===== src/rtl/s2f_event_arbiter.sv =====
// Fast-domain round-robin scheduler for pre-synchronized event pulses.
// Latches events as pending, offers them one at a time over valid/ready and counts lost events.
module s2f_event_arbiter #(
  parameter  int N  = 4,
  parameter  int CW = 8,
  localparam int IW = $clog2(N)
) (
  input  logic          fclk,
  input  logic          reset_n,
  input  logic [N-1:0]  ev_in,
  output logic          out_valid,
  output logic [IW-1:0] out_id,
  input  logic          out_ready,
  output logic [N-1:0]  pending,
  output logic [CW-1:0] drop_cnt,
  input  logic          drop_clr,
  output logic          busy
);

  localparam logic [0:0] ST_IDLE  = 1'b0;
  localparam logic [0:0] ST_OFFER = 1'b1;
  localparam int SW = CW + IW + 1;
  localparam logic [SW-1:0] DROP_MAX = SW'({CW{1'b1}});

  logic [0:0]    r_state;
  logic          r_out_valid;
  logic [IW-1:0] r_out_id;
  logic [IW-1:0] r_ptr;
  logic [N-1:0]  r_pending;
  logic [CW-1:0] r_drop_cnt;

  logic          w_hs;
  logic [N-1:0]  w_accept;
  logic [N-1:0]  w_pending_nxt;
  logic [N-1:0]  w_drop;
  logic [IW:0]   w_drop_n;
  logic [SW-1:0] w_drop_sum;
  logic [CW-1:0] w_drop_nxt;
  logic [IW-1:0] w_ptr_inc;
  logic [IW-1:0] w_sel;

  function automatic logic [IW:0] popcount(input logic [N-1:0] v);
    logic [IW:0] c;
    c = '0;
    for (int i = 0; i < N; i++) begin
      c = c + {{IW{1'b0}}, v[i]};
    end
    return c;
  endfunction

  // First set request at or after start, wrapping modulo N.
  function automatic logic [IW-1:0] rr_pick(input logic [N-1:0] req, input logic [IW-1:0] start);
    logic [IW-1:0] sel;
    logic          found;
    int            idx;
    sel   = '0;
    found = 1'b0;
    for (int k = 0; k < N; k++) begin
      idx = (int'(start) + k >= N) ? (int'(start) + k - N) : (int'(start) + k);
      if (!found && req[idx]) begin
        sel   = IW'(idx);
        found = 1'b1;
      end
    end
    return sel;
  endfunction

  // Next-state terms for pending bits, drop counting and pointer advance.
  always_comb begin
    w_hs = r_out_valid & out_ready;
    w_accept = '0;
    for (int i = 0; i < N; i++) begin
      w_accept[i] = w_hs & (r_out_id == IW'(i));
    end
    w_pending_nxt = ev_in | (r_pending & ~w_accept);
    w_drop        = ev_in & r_pending & ~w_accept;
    w_drop_n      = popcount(w_drop);
    w_drop_sum    = SW'(r_drop_cnt) + SW'(w_drop_n);
    if (drop_clr) begin
      w_drop_nxt = '0;
    end else if (w_drop_sum > DROP_MAX) begin
      w_drop_nxt = {CW{1'b1}};
    end else begin
      w_drop_nxt = w_drop_sum[CW-1:0];
    end
    if (r_out_id == IW'(N - 1)) begin
      w_ptr_inc = '0;
    end else begin
      w_ptr_inc = r_out_id + IW'(1);
    end
    w_sel = rr_pick(r_pending, r_ptr);
  end

  // Pending set and drop counter registers.
  always_ff @(posedge fclk or negedge reset_n) begin
    if (!reset_n) begin
      r_pending  <= '0;
      r_drop_cnt <= '0;
    end else begin
      r_pending  <= w_pending_nxt;
      r_drop_cnt <= w_drop_nxt;
    end
  end

  // Grant FSM: arbitrate from registered pending, then hold the offer until accepted.
  always_ff @(posedge fclk or negedge reset_n) begin
    if (!reset_n) begin
      r_state     <= ST_IDLE;
      r_out_valid <= 1'b0;
      r_out_id    <= '0;
      r_ptr       <= '0;
    end else begin
      case (r_state)
        ST_IDLE: begin
          if (|r_pending) begin
            r_out_id    <= w_sel;
            r_out_valid <= 1'b1;
            r_state     <= ST_OFFER;
          end
        end
        ST_OFFER: begin
          if (out_ready) begin
            r_ptr       <= w_ptr_inc;
            r_out_valid <= 1'b0;
            r_state     <= ST_IDLE;
          end
        end
        default: begin
          r_out_valid <= 1'b0;
          r_state     <= ST_IDLE;
        end
      endcase
    end
  end

  assign out_valid = r_out_valid;
  assign out_id    = r_out_id;
  assign pending   = r_pending;
  assign drop_cnt  = r_drop_cnt;
  assign busy      = r_out_valid | (|r_pending);

endmodule


===== config.mk =====
export PLATFORM = sky130hd
export DESIGN_NAME = s2f_event_arbiter
export DESIGN_NICKNAME = d
export VERILOG_FILES = /design/src/rtl/s2f_event_arbiter.sv
export SDC_FILE = /design/constraint.sdc
export NUM_CORES = 1
export LEC_CHECK = 0
export BUFFER_PORTS_ARGS = -buffer_cell sky130_fd_sc_hd__buf_2
export CAP_MARGIN = 20
export CELL_PAD_IN_SITES_DETAIL_PLACEMENT = 2
export CELL_PAD_IN_SITES_GLOBAL_PLACEMENT = 2
export CORE_ASPECT_RATIO = 1.75
export CORE_MARGIN = 2
export CORE_UTILIZATION = 35
export CTS_BUF_LIST = sky130_fd_sc_hd__clkbuf_16
export DETAILED_ROUTE_END_ITERATION = 16
export PLACE_DENSITY = 0.88
export SLEW_MARGIN = 25
export SYNTH_ARGS = -nofsm -noshare
export SYNTH_HDL_FRONTEND = slang
export SYNTH_SLANG_ARGS = --single-unit

===== constraint.sdc =====
create_clock -name fclk -period 4.7 [get_ports fclk]
set_input_delay 0 -clock fclk [delete_from_list [all_inputs] [get_ports fclk]]
set_output_delay 0 -clock fclk [all_outputs]
set_load 0.03 [all_outputs]

==> metrics.csv <==
metric;value;unit
status;finished, final reports clean;
initial antenna violation count;0;
detailed-route wire length per cell;20.1;um
Post-Place Setup Slack;1.76;ns
Final Hold Viols;0;
fin. max-slew vios;0;
cell at the root of the clock tree;clkbuf_16;
clock latency on the worst-skew pair;0.25;ns
#FFs+latches synth;18;
I/O Buffers;23;
die area;0.00351;mm^2
row count;26;
fillers;315;
nets@finish;153;
Synth Instances;107;
post-route setup slack;1.63;ns
Post-Route WL;3.30;mm
PD cells;522;mW/mm^2
DP Wirelength;2.42;mm
starting density of the core;0.367;
largest net degree at the start of global routing;19;
crit path DAT;3.21;ns
Worst Setup End Kind;flip-flop;
Ant. Diodes;0;
worst hold path class;in -> reg;
# IOs;24;
CTS Sinks;18;
Seq/Total Area, Yosys;0.424;
RSZ-0062 raised after global routing;false;
VDD IR max;0.000237;V
Tcrit/Tclk final;0.653;
Final Skew;0.00408;ns
worst slew pin tran;0.423;ns
total leakage power;0.622;nW
Top FF cell, synth;dfrtp_1;
crit start category;flip-flop;
Final GP Congestion;0.788;
area taken by multi-input logic gates;561;um^2
Fin Setup TNS;0;ns
share of cells above drive strength 1;0.228;
Post-CTS Setup Inserts;0;
antenna-violating nets left;0;
initial drt markers;18;
Die X;45.7;um
Final min period;3.07;ns
Setup Crit Path Kind;reg -> reg;
post-synthesis average cell area;9.94;um^2
sequential cell area;450;um^2
Max-Cap Viols;0;
area grow syn2layout;24.1;%
Vias;956;
number of flops mapped to enable cells by yosys;0;
Syn Nets;123;
FMAX;326;MHz
DR vias/cell;5.83;
CTS Buffer Depth;2;
Core Box Area;0.00290;mm^2
CTS tree;built;
first-pass GRT wire length;5.51;mm
CTS H-Tree Depth;1;
Synth Warn #;0;
Crit Path Max Fanout;5;
Fin Hold WS;0.0215;ns
Mapped Area;0.00106;mm^2
DRC viols;0;
relative slew slack;0.718;
Die H;76.9;um
Clock transition at path regs;0.06;ns
GRT Total Usage;0.217;
drt first pass iters;4;
grt total ovfl;0;
Synth cell types;36;
vias in the first global route;1109;
Worst EP required;4.84;ns
fraction of registers with async set or reset after synthesis;1.00;
Final Setup Violations;0;
Num CTS Buffers;3;
[placed cells by master, fill, tap and decap left out, types with 2 or more instances in the layout]
| master | instances |
|---|---|
| nand3_1 | 12 |
| clkbuf_16 | 3 |
| fa_1 | 3 |
| buf_2 | 23 |
| nor3_1 | 3 |
| nand2_1 | 7 |
| ha_1 | 5 |
| inv_1 | 8 |
| dfrtp_1 | 18 |
| a21oi_1 | 5 |
| nor2_1 | 7 |
| o21ai_1 | 3 |
| o21ai_0 | 3 |
| nand2b_1 | 4 |
| o31ai_1 | 2 |
| mux2i_1 | 2 |
| a21o_1 | 4 |
| dlygate4sd3_1 | 5 |
[logic make-up (layout without fill, tap and decap cells)]
logic type | count (synthesis) | after routing | share of synthesized area
xor+xnor | 1 | 1 | 0.00824
mux | 3 | 3 | 0.0294
fa+ha+maj | 8 | 8 | 0.115
buf+inv | 11 | 40 | 0.0494
simple gates | 44 | 44 | 0.236
flops | 18 | 18 | 0.424
compound gates | 22 | 22 | 0.138
[report_power, final]
| part | leakage, nW | internal, mW | switching [mW] |
|---|---|---|---|
| Clock | 0.0385 | 0.113 | 0.0602 |
| Combinational | 0.367 | 0.101 | 0.169 |
| Sequential | 0.217 | 0.189 | 0.0569 |
[synthesized netlist by cell type (2+ instances only)]
cell | instances | share of area
a21oi_1 | 5 | 0.024
fa_1 | 3 | 0.056
dfrtp_1 | 18 | 0.42
inv_1 | 8 | 0.028
nor2_1 | 7 | 0.025
o21ai_1 | 3 | 0.014
o31ai_1 | 2 | 0.014
nor3_1 | 3 | 0.014
ha_1 | 5 | 0.059
o21ai_0 | 3 | 0.014
nand3_1 | 12 | 0.056
nand2b_1 | 4 | 0.024
nand2_1 | 7 | 0.025
mux2i_1 | 2 | 0.019
a21o_1 | 4 | 0.028
[final cells by class]
class | instances | area share
clock inverter | 1 | 0.00284
clock buffer | 3 | 0.0569
sequential | 18 | 0.341
inverter | 8 | 0.0227
multi-input combinational | 78 | 0.425
tap | 28 | 0.0265
timing repair buffer | 28 | 0.125
[layer usage]
metal | up-vias | share of wire | track usage
met1 | 482 | 0.35 | 0.231
met2 | 30 | 0.59 | 0.400
li1 | 436 | - | -
met5 | - | 0 | 0
met3 | 8 | 0.028 | 0.0259
met4 | 0 | 0.028 | 0.0794
[stage by stage]
step	power [mW]	util	instances	area, um^2
6_report	0.689	0.456	164	1320
5_1_grt	0.738	0.456	164	1320
4_1_cts	0.693	0.456	164	1320
2_1_floorplan	0.415	-	107	1060
3_5_place_dp	0.503	0.411	155	1190
3_3_place_gp	0.485	0.411	155	1190
[final timing paths]
| kind | depth (start not counted) | slack, ns | startpoint | end |
|---|---|---|---|---|
| setup / recovery | 12 | 1.63 | out_id[0] | drop_cnt[6] |
| hold / removal | 2 | 0.02 | out_ready | r_state |
| setup reg to reg | 12 | 1.63 | out_id[0] | drop_cnt[6] |
| hold reg to reg | 1 | 0.53 | r_state | r_state |
| max in group asynchronous | 2 | 4.19 | reset_n | pending[1] |
| min in group asynchronous | 2 | 0.22 | reset_n | drop_cnt[3] |
[registers in the layout, summed over array words and instances (netlist names)]
name,count
r_state,1
pending,4
out_id,2
out_valid,1
r_ptr,2
drop_cnt,8
[what timing repair did]
action	CTS	global route
hold endpoints to repair	22	0
hold buffers	5	0
resized for setup	0	0
[critical path, stage by stage (launching register included)]
cell	delay, ns
dfrtp_1	0.41
inv_1	0.11
ha_1	0.22
nand3_1	0.15
nand3_1	0.15
fa_1	0.54
fa_1	0.49
inv_1	0.09
fa_1	0.25
nand2_1	0.12
nor2_1	0.17
and4_1	0.21
nor3_1	0.05
No activity file was read; power rests on OpenSTA's default activity.
